## src/rtl/fifo_pkg.sv

```systemverilog
// Shared pointer type and Gray/binary helpers for the dual-clock FIFO.
// Both clock domains import this so their pointer encodings always agree.
package fifo_pkg;

    localparam int unsigned FIFO_WIDTH      = 4;
    localparam int unsigned FIFO_DATA_WIDTH = 8;

    typedef logic [FIFO_WIDTH-1:0] ptr_t;

    function automatic ptr_t bin2gray(input ptr_t bin);
        return bin ^ (bin >> 1);
    endfunction

    function automatic ptr_t gray2bin(input ptr_t gray);
        ptr_t bin;
        bin[FIFO_WIDTH-1] = gray[FIFO_WIDTH-1];
        for (int i = int'(FIFO_WIDTH) - 2; i >= 0; i--) begin
            bin[i] = bin[i+1] ^ gray[i];
        end
        return bin;
    endfunction

endpackage

```

## src/rtl/sync_w2r.sv

```systemverilog
// Two-flop synchronizer for a Gray-coded pointer crossing into the local clock domain.
// Also instantiated on the write side as the read-pointer synchronizer.
module sync_w2r #(
    parameter int unsigned WIDTH = 4
) (
    input  logic             rclk,
    input  logic             rrst_n,
    input  logic [WIDTH-1:0] d_i,
    output logic [WIDTH-1:0] q_o
);

    logic [WIDTH-1:0] meta_q;
    logic [WIDTH-1:0] sync_q;

    always_ff @(posedge rclk or negedge rrst_n) begin
        if (!rrst_n) begin
            meta_q <= '0;
            sync_q <= '0;
        end else begin
            meta_q <= d_i;
            sync_q <= meta_q;
        end
    end

    assign q_o = sync_q;

endmodule

```

## src/rtl/fifo_rd_ctrl.sv

```systemverilog
// Read-side controller of the dual-clock FIFO: pointer sync, read pointers, empty/level
// flags and a first-word-fall-through output register with valid/ready handshake.
module fifo_rd_ctrl
    import fifo_pkg::*;
#(
    parameter int unsigned WIDTH         = FIFO_WIDTH,
    parameter int unsigned DATA_WIDTH    = FIFO_DATA_WIDTH,
    parameter int unsigned MEM_DEPTH     = 2 ** (WIDTH - 1),
    parameter int unsigned AEMPTY_THRESH = 2
) (
    input  logic                         rclk,
    input  logic                         rrst_n,
    input  logic [WIDTH-1:0]             wptr_gray,
    input  logic [DATA_WIDTH-1:0]        mem_rdata,
    output logic [$clog2(MEM_DEPTH)-1:0] raddr,
    output logic [WIDTH-1:0]             rptr_gray,
    output logic                         rempty,
    output logic                         raempty,
    output logic [WIDTH-1:0]             rlevel,
    output logic                         dout_valid,
    input  logic                         dout_ready,
    output logic [DATA_WIDTH-1:0]        dout
);

    localparam int unsigned AW = $clog2(MEM_DEPTH);
    localparam logic [WIDTH-1:0] AE_THRESH = WIDTH'(AEMPTY_THRESH);

    logic [WIDTH-1:0]      wq2_gray;
    logic [WIDTH-1:0]      wq2_bin;
    logic                  rinc;
    logic [WIDTH-1:0]      rbin_q, rbin_d;
    logic [WIDTH-1:0]      rgray_q, rgray_d;
    logic [WIDTH-1:0]      rlevel_q, rlevel_d;
    logic                  rempty_q, rempty_d;
    logic                  raempty_q, raempty_d;
    logic                  dout_valid_q, dout_valid_d;
    logic [DATA_WIDTH-1:0] dout_q, dout_d;

    sync_w2r #(
        .WIDTH (WIDTH)
    ) u_sync_w2r (
        .rclk   (rclk),
        .rrst_n (rrst_n),
        .d_i    (wptr_gray),
        .q_o    (wq2_gray)
    );

    assign wq2_bin = gray2bin(wq2_gray);

    always_comb begin
        rinc         = !rempty_q && (!dout_valid_q || dout_ready);
        rbin_d       = rinc ? rbin_q + WIDTH'(1) : rbin_q;
        rgray_d      = bin2gray(rbin_d);
        // Full-width compare: a full FIFO differs from the read pointer in the wrap bit.
        rempty_d     = (rgray_d == wq2_gray);
        rlevel_d     = wq2_bin - rbin_d;
        raempty_d    = (rlevel_d <= AE_THRESH);
        dout_d       = dout_q;
        dout_valid_d = dout_valid_q;
        if (rinc) begin
            dout_d       = mem_rdata;
            dout_valid_d = 1'b1;
        end else if (dout_ready) begin
            dout_valid_d = 1'b0;
        end
    end

    always_ff @(posedge rclk or negedge rrst_n) begin
        if (!rrst_n) begin
            rbin_q       <= '0;
            rgray_q      <= '0;
            rlevel_q     <= '0;
            rempty_q     <= 1'b1;
            raempty_q    <= 1'b1;
            dout_valid_q <= 1'b0;
            dout_q       <= '0;
        end else begin
            rbin_q       <= rbin_d;
            rgray_q      <= rgray_d;
            rlevel_q     <= rlevel_d;
            rempty_q     <= rempty_d;
            raempty_q    <= raempty_d;
            dout_valid_q <= dout_valid_d;
            dout_q       <= dout_d;
        end
    end

    assign raddr      = rbin_q[AW-1:0];
    assign rptr_gray  = rgray_q;
    assign rempty     = rempty_q;
    assign raempty    = raempty_q;
    assign rlevel     = rlevel_q;
    assign dout_valid = dout_valid_q;
    assign dout       = dout_q;

endmodule
```

## config.mk

```make
export PLATFORM = sky130hd
export DESIGN_NAME = fifo_rd_ctrl
export DESIGN_NICKNAME = d
export VERILOG_FILES = /design/src/rtl/fifo_pkg.sv /design/src/rtl/sync_w2r.sv /design/src/rtl/fifo_rd_ctrl.sv
export SDC_FILE = /design/constraint.sdc
export NUM_CORES = 1
export LEC_CHECK = 0
export ABC_AREA = 1
export CORE_MARGIN = 1
export CORE_UTILIZATION = 51
export CTS_CLUSTER_DIAMETER = 120
export DETAILED_ROUTE_END_ITERATION = 12
export PLACE_DENSITY = 0.92
export SLEW_MARGIN = 20
export SYNTH_ARGS = -nofsm -noshare
export SYNTH_HDL_FRONTEND = slang
export SYNTH_HIERARCHICAL = 1
export SYNTH_SLANG_ARGS = --single-unit
```

## constraint.sdc

```tcl
create_clock -name rclk -period 2.92 [get_ports rclk]
set_input_delay 0.876 -clock rclk [delete_from_list [all_inputs] [get_ports rclk]]
set_output_delay 0.876 -clock rclk [all_outputs]
set_load 0.05 [all_outputs]
```

* Word-level counts from Yosys, hierarchy flattened
Index checks and enable logic that the tools add are counted.
Operators by class: add/subtract/negate cells 2, multiply operators 0, div/mod/pow operators 0, order comparisons 1, equality and inequality tests 1, shifts and indexed selects 0, muxes and demuxes 3, bitwise operators 4, reduce and logical (&&, ||, !) cells 5
Operator list (number):
- $add A4 B1 Y4 const B | 1
- $eq A4 B4 Y1 | 1
- $le A4 B2 Y1 const B | 1
- $mux W4 | 1
- $sub A4 B4 Y4 | 1
- $xor A4 B3 Y4 | 1
- $xor A1 B1 Y1 | 3
- $logic_not A1 Y1 | 2
- $mux W1 | 2
- $reduce_bool A2 Y1 | 1
- $logic_and A1 B1 Y1 | 1
- $logic_or A1 B1 Y1 | 1
Storage, ports and cells: flip-flop bits (word level) 31, bits in latches 0, RAM bits 0, bits in read-only memories 0, logic and storage cells 25, memories kept 0

* Logic depth before layout (Yosys ltp)
Gate-level depths: netlist of the first run.
depth in word-level cells 6, mapped depth 15, depth with buffers taken out 14

* Cells and area by module
The synthesis of the first run kept the hierarchy.
Modules (own cells, without submodules):
- fifo_rd_ctrl | times used 1, cells an instance 141, area an instance 1173.6 µm²
- sync_w2r | times used 1, cells an instance 8, area an instance 200.2 µm²

* Worst setup path after synthesis of the first run
No wires, ideal clock.
kind input port to flip-flop, from input dout_ready, to register raempty_q, in the netlist raempty, arrival 2.324 ns, slack 0.523 ns, stages on the path 13, path through inv_1 nand2_2 nand2_4 buf_8 nand2_4 nand2_4 inv_2 ha_1 inv_1 fa_1 nand2_1 nand3_1 a21oi_1
On the way: cells in the longest elaborated chain, start to end 5
RTL lines:
- start, declared | line fifo_rd_ctrl.sv:21 | input logic dout_ready,
- $logic_or A1 B1 Y1 | line fifo_rd_ctrl.sv:51 | rinc = !rempty_q && (!dout_valid_q || dout_ready);
- $logic_and A1 B1 Y1 | line fifo_rd_ctrl.sv:51
- $mux W4 | line fifo_rd_ctrl.sv:52 | rbin_d = rinc ? rbin_q + WIDTH'(1) : rbin_q;
- net rbin_d[0] | line fifo_rd_ctrl.sv:31 | logic [WIDTH-1:0] rbin_q, rbin_d;
- $sub A4 B4 Y4 | line fifo_rd_ctrl.sv:56 | rlevel_d = wq2_bin - rbin_d;
- net rlevel_d[1] | line fifo_rd_ctrl.sv:33 | logic [WIDTH-1:0] rlevel_q, rlevel_d;
- $le A4 B2 Y1 | line fifo_rd_ctrl.sv:57 | raempty_d = (rlevel_d <= AE_THRESH);
- net raempty_d | line fifo_rd_ctrl.sv:35 | logic raempty_q, raempty_d;
- end signal, assigned | line fifo_rd_ctrl.sv:82 | raempty_q <= raempty_d;
- end, declared | line fifo_rd_ctrl.sv:35
The timed path passes the listed nets, and every way through them passes these cells. A chain may end at the register's enable or synchronous reset.

* Worst setup path after layout of the first run
from register rempty_q, in the netlist rempty, to output rempty
RTL lines:
- start, declared | line fifo_rd_ctrl.sv:34 | logic rempty_q, rempty_d;
- start signal, assigned | line fifo_rd_ctrl.sv:81 | rempty_q <= rempty_d;
- end, declared | line fifo_rd_ctrl.sv:17 | output logic rempty,
No word-level cell between the ends.

==> run metrics, run 1 <==
Max-Slew Margin vs Limit 0.652; startpoint types flop; hold_buf cts 0; clock sink count 30; synth warn 6; die width 53.9 um; Boundary Pins 37; Power Density 1320 nW/um^2; CTS tree yes; first-pass GRT wire length roughly 4.7 mm; worst path required time 2.04 ns; Fin Setup TNS 0 ns; htree depth 2; die area roughly 2900 um^2; Worst setup EP type primary output; Die H 53.9 um; post-synthesis cell type count 22; Sequential Area between 700 and 800 um^2; Simple-Gate Fraction of Synth Area 0.306; largest net degree at the start of global routing 31; final cycle utilization of the critical path 0.899; Vias per Instance between 4 and 5; Area Growth Syn to Fin 34.9%; DR WL/cell between 10 and 15 um; Net Count, Synth around 170; vias in the first global route between 1000 and 1500; max incr delay on CP just over 0.8 ns; Worst-Margin Slew between 0.5 and 0.6 ns; Num CTS Buffers 5; ANT nets after route 0; CP top delay family buffers and inverters; Worst path slowest cell clkdlybuf4s50_1; XOR/XNOR Fraction of Synth Area 0.0191; Yosys reg bits 30; commonest non-fill, non-tap cell in the layout nand2_1; clk buf depth 2; crit-path max FO 5; NumNets Final 213; Core ar. about 2500 um^2; fin crit period 2.62 ns; # rows 18; max_cap viols 0; ant diodes 0; Worst Hold Class flop to flop; all-layer global routing usage 0.239; synthesized area between 1000 and 1500 um^2; area of the multi-input gates between 500 and 600 um^2; clk_skew 0.00346 ns; post-cts sizing count 0; outcome finished, final reports clean; count of final setup violators 0; post-DP HPWL 2.12 mm; Synth Area in Adders 0.0419; complex-gate fraction of the synthesized area 0.0219; Worst EP arrival 1.75 ns; CTS Root Cell clkbuf_4; GP Congestion between 0.8 and 0.9; final hold vios 0; I/O Buffers 36; layout cells sized above 1 0.149; fillers about 180; register area share after synthesis 0.548; Initial DRC Count 17; sum of buffers and inverters on the critical path 1; total number of vias around 1100; RSZ-0062 raised after global routing no; Worst-path clk slew around 0.09 ns; initial antenna violation count 0; Initial Utilization 0.545; post-CTS repair timing setup buffer count 0; CP Class flop to primary output; Total Wirelength between 2 and 3 mm; critical-path cell list clkdlybuf4s50_1; Total Power approximately 2.5 mW; DR pass1 iterations 4; VDD IR-drop max ~0.00087 V; DRC viols 0; largest family of logic cells by synthesized area simple AND/OR/NAND/NOR gates; Syn Area/Cell a little over 9 um^2; Post-Synthesis Cells approximately 150; proportion of synthesized area in mux cells 0; global route total overflow 0; Worst-Skew Late Latency about 0.33 ns; commonest non-fill, non-tap cells in the layout 61 x nand2_1, 36 x clkdlybuf4s50_1, 28 x dfrtp_1, 14 x inv_1, 9 x nand3_1; Lkg Pwr ~0.94 nW; Max Fclk 0.381 GHz; Max Slew Vio Count 0
-- through the flow --
stage,setup slack [ns],hold WS [ns],util,cell area (um^2),cells
after floorplan,0.523,0.331,-,1370,149
after global placement,0.153,0.331,0.704,1780,217
after global routing,0.241,0.365,0.735,1850,225
after CTS,0.284,0.360,0.735,1850,225
final,0.296,0.355,0.735,1850,225
after detailed placement,0.0878,0.339,0.704,1780,217
-- where the power goes --
| group | total [mW] | switching, mW | internal, mW |
|---|---|---|---|
| registers | 0.661 | 0.0941 | 0.567 |
| logic | 1.47 | 0.980 | 0.494 |
| clock network | 0.320 | 0.143 | 0.177 |
-- kinds of logic (layout without fill, tap and decap cells) --
kind of cell,count (synthesis),count (layout)
compound gates,4,4
xor+xnor,3,3
fa+ha+maj,4,4
buf+inv,18,64
flops,30,30
simple gates,90,90
-- registers in the layout, summed over array words and instances, names as in the netlist --
signal             cells
dout                   8
rbin_q                 4
rlevel                 4
u_sync_w2r/meta_q      4
u_sync_w2r/q_o         4
rptr_gray              3
dout_valid             1
raempty                1
rempty                 1
-- synthesized netlist by cell type --
cell / count / area [um^2]
nand3b_1: 5 / 37.5
a21oi_2: 1 / 8.76
inv_2: 2 / 7.51
ha_1: 3 / 37.5
buf_6: 1 / 11.3
nand4_1: 1 / 6.26
o21ai_2: 1 / 8.76
nand2_4: 4 / 45.0
dfstp_2: 2 / 52.6
nand3_1: 9 / 45.0
nand2_2: 7 / 43.8
a21oi_1: 1 / 5.00
and2_1: 1 / 6.26
dfrtp_1: 28 / 701
nor2_1: 2 / 7.51
xnor2_1: 1 / 8.76
xor2_1: 2 / 17.5
inv_1: 14 / 52.6
nand2_1: 61 / 229
fa_1: 1 / 20.0
a21o_1: 1 / 7.51
buf_8: 1 / 15.0
-- worst register-to-register path, delay by kind of cell, from the launching register on --
family          cells  cell delay, ns
xor+xnor            3            0.71
fa+ha+maj           2            0.61
flops               1            0.40
simple gates        2            0.17
compound gates      1            0.15
buf+inv             1            0.06
-- worst paths after layout --
path,startpoint,end,slack (ns),cells after the start
worst max-delay path,rempty,rempty,0.30,1
worst min-delay path,u_sync_w2r/meta_q[3],u_sync_w2r/q_o[3],0.36,0
worst max register to register,u_sync_w2r/q_o[3],raempty,0.74,9
worst min register to register,u_sync_w2r/meta_q[3],u_sync_w2r/q_o[3],0.36,0
max in group asynchronous,rrst_n,raempty,1.70,2
min in group asynchronous,rrst_n,dout[6],0.91,2
-- metal layers --
metal	share of wire	track usage	up-vias	wire, um
li1	-	-	549	-
met1	0.41	0.259	538	1160
met2	0.53	0.414	22	1480
met3	0.043	0.0960	6	120
met4	0.014	0.0921	0	40
met5	0	0	-	0
-- final cells by class --
cell class	instances	share of cell area
Tap cell	30	0.0203
Clock buffer	5	0.0203
Timing Repair Buffer	40	0.211
Clock inverter	3	0.0216
Multi-Input combinational cell	101	0.288
Sequential cell	30	0.406
Inverter	16	0.0324
Power figures use the tool's default switching activity.
==> run 2: changes to the inputs <==
Settings changed: CORE_UTILIZATION 51 to 42, PLACE_DENSITY 0.92 to 0.82.
Clock period 2.92 ns to 2.2 ns, I/O delays scaled along.
==> run metrics, run 2 (synthesis results as in run 1) <==
post-DP HPWL 2.24 mm (was 2.12 mm); sw power 1.71 mW (was 1.22 mW); GP Congestion 0.851 (was 0.813); ant diodes 0 (unchanged); Placed Instances 239 (was 217); max incr delay on CP 0.80 ns (was 0.82 ns); fin crit period 2.15 ns; Worst-Margin Slew 0.535 ns (was 0.520 ns); Boundary Pins 37 (unchanged); CP top delay family buffers and inverters (unchanged); ANT nets after route 0 (unchanged); Flop pwr share 0.259 (was 0.269); count of final setup violators 0 (unchanged); outcome finished, final reports clean (unchanged); Core ar. 3080 um^2 (was 2520 um^2); sum of buffers and inverters on the critical path 1 (unchanged); Sw Ratio 0.498 (was 0.496); clk_skew 0.0114 ns (was 0.00346 ns); startpoint types flop (unchanged); htree depth 2 (unchanged); Hold Startpoint u_sync_w2r/meta_q[0] (was u_sync_w2r/meta_q[3]); Worst Hold Class flop to flop (unchanged); Initial DRC Count 40 (was 17); die width 59.2 um (was 53.9 um); final instance area 2030 um^2 (was 1850 um^2); final core occ 0.660 (was 0.735); Finished Layout Cells 253 (was 225); Worst-Skew Late Latency 0.33 ns (about the same); Worst setup EP type primary output (unchanged); Worst EP arrival 1.49 ns (was 1.75 ns); Area Growth Syn to Fin 47.9% (was 34.9%); Die H 59.2 um (was 53.9 um); Power Density 1690 nW/um^2 (was 1320 nW/um^2); clock sink count 30 (unchanged); crit-path max FO 2 (was 5); Vias per Instance 4.63 (was 4.96); commonest non-fill, non-tap cells in the layout 60 x nand2_1, 27 x dfrtp_1, 25 x buf_4, 24 x clkdlybuf4s50_1, 11 x inv_1 (was 61 x nand2_1, 36 x clkdlybuf4s50_1, 28 x dfrtp_1, 14 x inv_1, 9 x nand3_1); Max Slew Vio Count 0 (unchanged); Hold Crit Endpoint u_sync_w2r/q_o[0] (was u_sync_w2r/q_o[3]); Clock power frac 0.100 (was 0.130); Lkg Pwr 1.07 nW (was 0.938 nW); Initial Utilization 0.446 (was 0.545); Comb power frac 0.642 (was 0.601); final cycle utilization of the critical path 0.977; placed instance area 1840 um^2 (was 1780 um^2); Internal 1.73 mW (was 1.24 mW); # rows 20 (was 18); Worst path slowest cell clkdlybuf4s50_1 (unchanged); NumNets Final 227 (was 213); Num CTS Buffers 5 (unchanged); Worst-path clk slew 0.10 ns (was 0.09 ns); first-pass GRT wire length 5.09 mm (was 4.71 mm); clk buf depth 2 (unchanged); critical-path cell list clkdlybuf4s50_1 (unchanged); CP Class flop to primary output (unchanged); Max-Slew Margin vs Limit 0.643 (was 0.652); worst path required time 1.54 ns (was 2.04 ns); DR WL/cell 12.2 um (was 12.4 um); DR pass1 iterations 4 (unchanged); Max Fclk ~0.47 GHz; dpl ws -0.395 ns (was 0.0878 ns); die area 3500 um^2 (was 2910 um^2); layout cells sized above 1 0.287 (was 0.149); I/O Buffers 36 (unchanged); largest net degree at the start of global routing 31 (unchanged); commonest non-fill, non-tap cell in the layout nand2_1 (unchanged); all-layer global routing usage 0.205 (was 0.239); CTS Root Cell clkbuf_4 (unchanged); max_cap viols 0 (unchanged); total number of vias 1172 (was 1115); global route total overflow 0 (unchanged); r2r worst-path depth 9 (unchanged); max FFs per register 8 (unchanged); vias in the first global route 1178 (was 1119); min setup slack post-route 0.0505 ns (was 0.296 ns); FF-to-FF End raempty (unchanged); hold depth 0 (unchanged); VDD IR-drop max 0.000914 V (was 0.000874 V); Total Wirelength 3.09 mm (was 2.80 mm); final hold vios 0 (unchanged); DRC viols 0 (unchanged); R2R setup slack 0.12 ns (was 0.74 ns); CTS tree yes (unchanged); RSZ-0062 raised after global routing no (unchanged); initial antenna violation count 0 (unchanged); Worst R2R Start u_sync_w2r/q_o[3] (unchanged)
==> run 2: area by class of cell <==
cell class | count | area, um^2
clock buffers | 7 | 55.1
clock inverters | 1 | 5.00
fillers | 236 | 1050
inverters | 16 | 62.6
multi-input cells | 101 | 609
flip-flops and latches | 30 | 754
well taps | 44 | 55.1
repair buffers | 54 | 490
==> run 2: worst max path at each step <==
stage	start	endpoint	slack, ns	cells past startpoint
global route	u_sync_w2r/q_o[3]	raempty	0.004	9
global placement	dout_ready	raempty	-0.33	12
finish	dout[4]	dout[4]	0.05	1
detailed placement	dout_ready	raempty	-0.39	12
CTS	u_sync_w2r/q_o[2]	raempty	0.004	9
floorplan	dout_ready	raempty	0.02	13
==> run 2: power by group through the flow <==
stage / logic [mW] / clock network (mW) / registers [mW]
after floorplan: 0.759 / 0 / 1.50
after global placement: 1.99 / 0 / 0.883
after detailed placement: 2.04 / 0 / 0.893
after CTS: 2.12 / 0.352 / 0.887
after global routing: 2.38 / 0.376 / 0.905
final: 2.21 / 0.343 / 0.889
==> run 2: per-layer routing <==
metal | global-route usage | share of wire
met4 | 0.0748 | 0.025
met1 | 0.211 | 0.38
met3 | 0.0808 | 0.047
met5 | 0 | 0
met2 | 0.372 | 0.55
==> run 2: per-stage QoR <==
| step | power, mW | hold slack (ns) | TNS, ns |
|---|---|---|---|
| floorplan | 2.26 | 0.331 | 0 |
| global placement | 2.88 | 0.333 | -0.944 |
| detailed placement | 2.94 | 0.336 | -1.11 |
| CTS | 3.36 | 0.357 | 0 |
| global route | 3.66 | 0.365 | 0 |
| finish | 3.44 | 0.354 | 0 |
==> run 2: repair_timing <==
| item | in CTS | in global routing |
|---|---|---|
| setup buffers | 4 | 2 |
| gates resized for setup | 7 | 14 |
| setup endpoints to repair | 1 | 7 |
| endpoints found under the hold margin | 0 | 0 |
| pin swaps | 9 | 8 |
| hold buffers | 0 | 0 |
==> run 3: changes to the inputs <==
Settings changed: CORE_UTILIZATION 42 to 55, DONT_BUFFER_PORTS set to 1, PLACE_DENSITY 0.82 to 0.81.
==> run metrics, run 3 (synthesis results as in run 1) <==
max_cap viols 0 (unchanged); Boundary Pins 37 (unchanged); max FFs per register 8 (unchanged); Num CTS Buffers 5 (unchanged); all-layer global routing usage 0.234 (was 0.205); commonest non-fill, non-tap cells in the layout 61 x nand2_1, 27 x dfrtp_1, 14 x inv_1, 9 x nand3_1, 8 x buf_4 (was 60 x nand2_1, 27 x dfrtp_1, 25 x buf_4, 24 x clkdlybuf4s50_1, 11 x inv_1); CP top delay family XOR/XNOR gates (was buffers and inverters); total number of vias 987 (was 1172); clock sink count 30 (unchanged); startpoint types flop (unchanged); Worst path slowest cell fa_1 (was clkdlybuf4s50_1); Worst-path clk slew 0.08 ns (was 0.10 ns); Initial DRC Count 18 (was 40); outcome finished with violations (was finished, final reports clean); fin crit period 2.21 ns (was 2.15 ns); Worst setup EP type flop (was primary output); Max-Slew Margin vs Limit 0.683 (was 0.643); Max Fclk 0.453 GHz (was 0.465 GHz); ant diodes 0 (unchanged); die area 2700 um^2 (was 3500 um^2); DR WL met3 147 um (was 146 um); sum of buffers and inverters on the critical path 1 (unchanged); Vias per Instance 5.14 (was 4.63); dpl ws -0.0339 ns (was -0.395 ns); M1 WL 984 um (was 1.18 mm); worst path required time 2.46 ns (was 1.54 ns); NumNets Final 182 (was 227); Total Wirelength 2.46 mm (was 3.09 mm); Worst-Margin Slew 0.476 ns (was 0.535 ns); area of the multi-input gates 549 um^2 (was 609 um^2); RSZ-0062 raised after global routing yes (was no); fillers 167 (was 236); ANT nets after route 0 (unchanged); CP Class flop to flop (was flop to primary output); # rows 17 (was 20); htree depth 2 (unchanged); Die H 52.0 um (was 59.2 um); initial antenna violation count 0 (unchanged); I/O Buffers 0 (was 36); min setup slack post-route -0.00862 ns (was 0.0505 ns); clk_skew 0.00662 ns (was 0.0114 ns); post-DP HPWL 1.81 mm (was 2.24 mm); commonest non-fill, non-tap cell in the layout nand2_1 (unchanged); Area Growth Syn to Fin 12.0% (was 47.9%); CTS tree yes (unchanged); Worst EP arrival 2.46 ns (was 1.49 ns); DR pass1 iterations 4 (unchanged); Sequential Area 754 um^2 (unchanged); first-pass GRT wire length 4.31 mm (was 5.09 mm); DRC viols 0 (unchanged); DR top layer met4 (unchanged); largest net degree at the start of global routing 31 (unchanged); DR WL met2 1.24 mm (was 1.69 mm); count of final setup violators 1 (was 0); Max Slew Vio Count 0 (unchanged); max incr delay on CP 0.46 ns (was 0.80 ns); vias in the first global route 1064 (was 1178); global route total overflow 0 (unchanged); clk buf depth 2 (unchanged); Initial Utilization 0.604 (was 0.446); final hold vios 0 (unchanged); crit-path max FO 3 (was 2); Core ar. 2280 um^2 (was 3080 um^2); Worst Hold Class input port to async pin (was flop to flop); die width 52.0 um (was 59.2 um); critical-path cell list xnor2_2 > xor2_2 > xor2_1 > ha_1 > inv_1 > fa_1 > nand2_1 > nand3_1 > a21oi_1 (was clkdlybuf4s50_1); CTS Root Cell clkbuf_4 (unchanged); GP Congestion 0.792 (was 0.851); DR WL/cell 12.8 um (was 12.2 um); final cycle utilization of the critical path 1.00 (was 0.977); layout cells sized above 1 0.220 (was 0.287); violated checks setup timing; Worst-Skew Late Latency 0.33 ns (about the same)
## run 3: metrics by stage
step / instances / hold slack, ns / utilization / setup TNS [ns] / cell area, um^2
6_report: 192 / 0.0187 / 0.676 / -0.00862 / 1540
2_1_floorplan: 149 / 0.331 / - / 0 / 1380
3_3_place_gp: 183 / 0.333 / 0.634 / 0 / 1440
4_1_cts: 191 / 0.00339 / 0.664 / 0 / 1510
5_1_grt: 192 / 0.00323 / 0.676 / -0.145 / 1540
3_5_place_dp: 183 / 0.340 / 0.634 / -0.0339 / 1440
## run 3: final timing paths
check                                startpoint  slack (ns)                 to  cells past startpoint
setup / recovery              u_sync_w2r/q_o[3]      -0.009            raempty                      9
hold / removal                           rrst_n        0.02       rptr_gray[0]                      0
max in group asynchronous                rrst_n        1.93  u_sync_w2r/q_o[1]                      1
hold reg to reg            u_sync_w2r/meta_q[1]        0.36  u_sync_w2r/q_o[1]                      0
setup reg to reg              u_sync_w2r/q_o[3]      -0.009            raempty                      9
min in group rclk          u_sync_w2r/meta_q[1]        0.36  u_sync_w2r/q_o[1]                      0
## run 3: what timing repair did
action / 4_1_cts / 5_1_grt
endpoints found under the hold margin: 0 / 22
hold buffers: 0 / 1
setup endpoints to repair: 1 / 2
gates resized for setup: 1 / 1
buffers inserted: 0 / 0
gates cloned: 0 / 0
pin swaps: 0 / 0
## run 3: layout make-up
type                       instances  area share
tap                               28      0.0228
timing repair buffer               9      0.0520
sequential                        30       0.490
inverter                          16      0.0390
multi-input combinational        101       0.357
clock inverter                     1     0.00325
clock buffer                       7      0.0358
## run 3: layer usage
| metal | global-route usage | vias up |
|---|---|---|
| li1 | - | 482 |
| met1 | 0.233 | 459 |
| met2 | 0.395 | 34 |
| met3 | 0.0965 | 12 |
| met4 | 0.153 | 0 |
| met5 | 0 | - |
Power of run 3 is not shown: default switching activity piles up to over one toggle a cycle in this logic, so the estimate is an artifact.
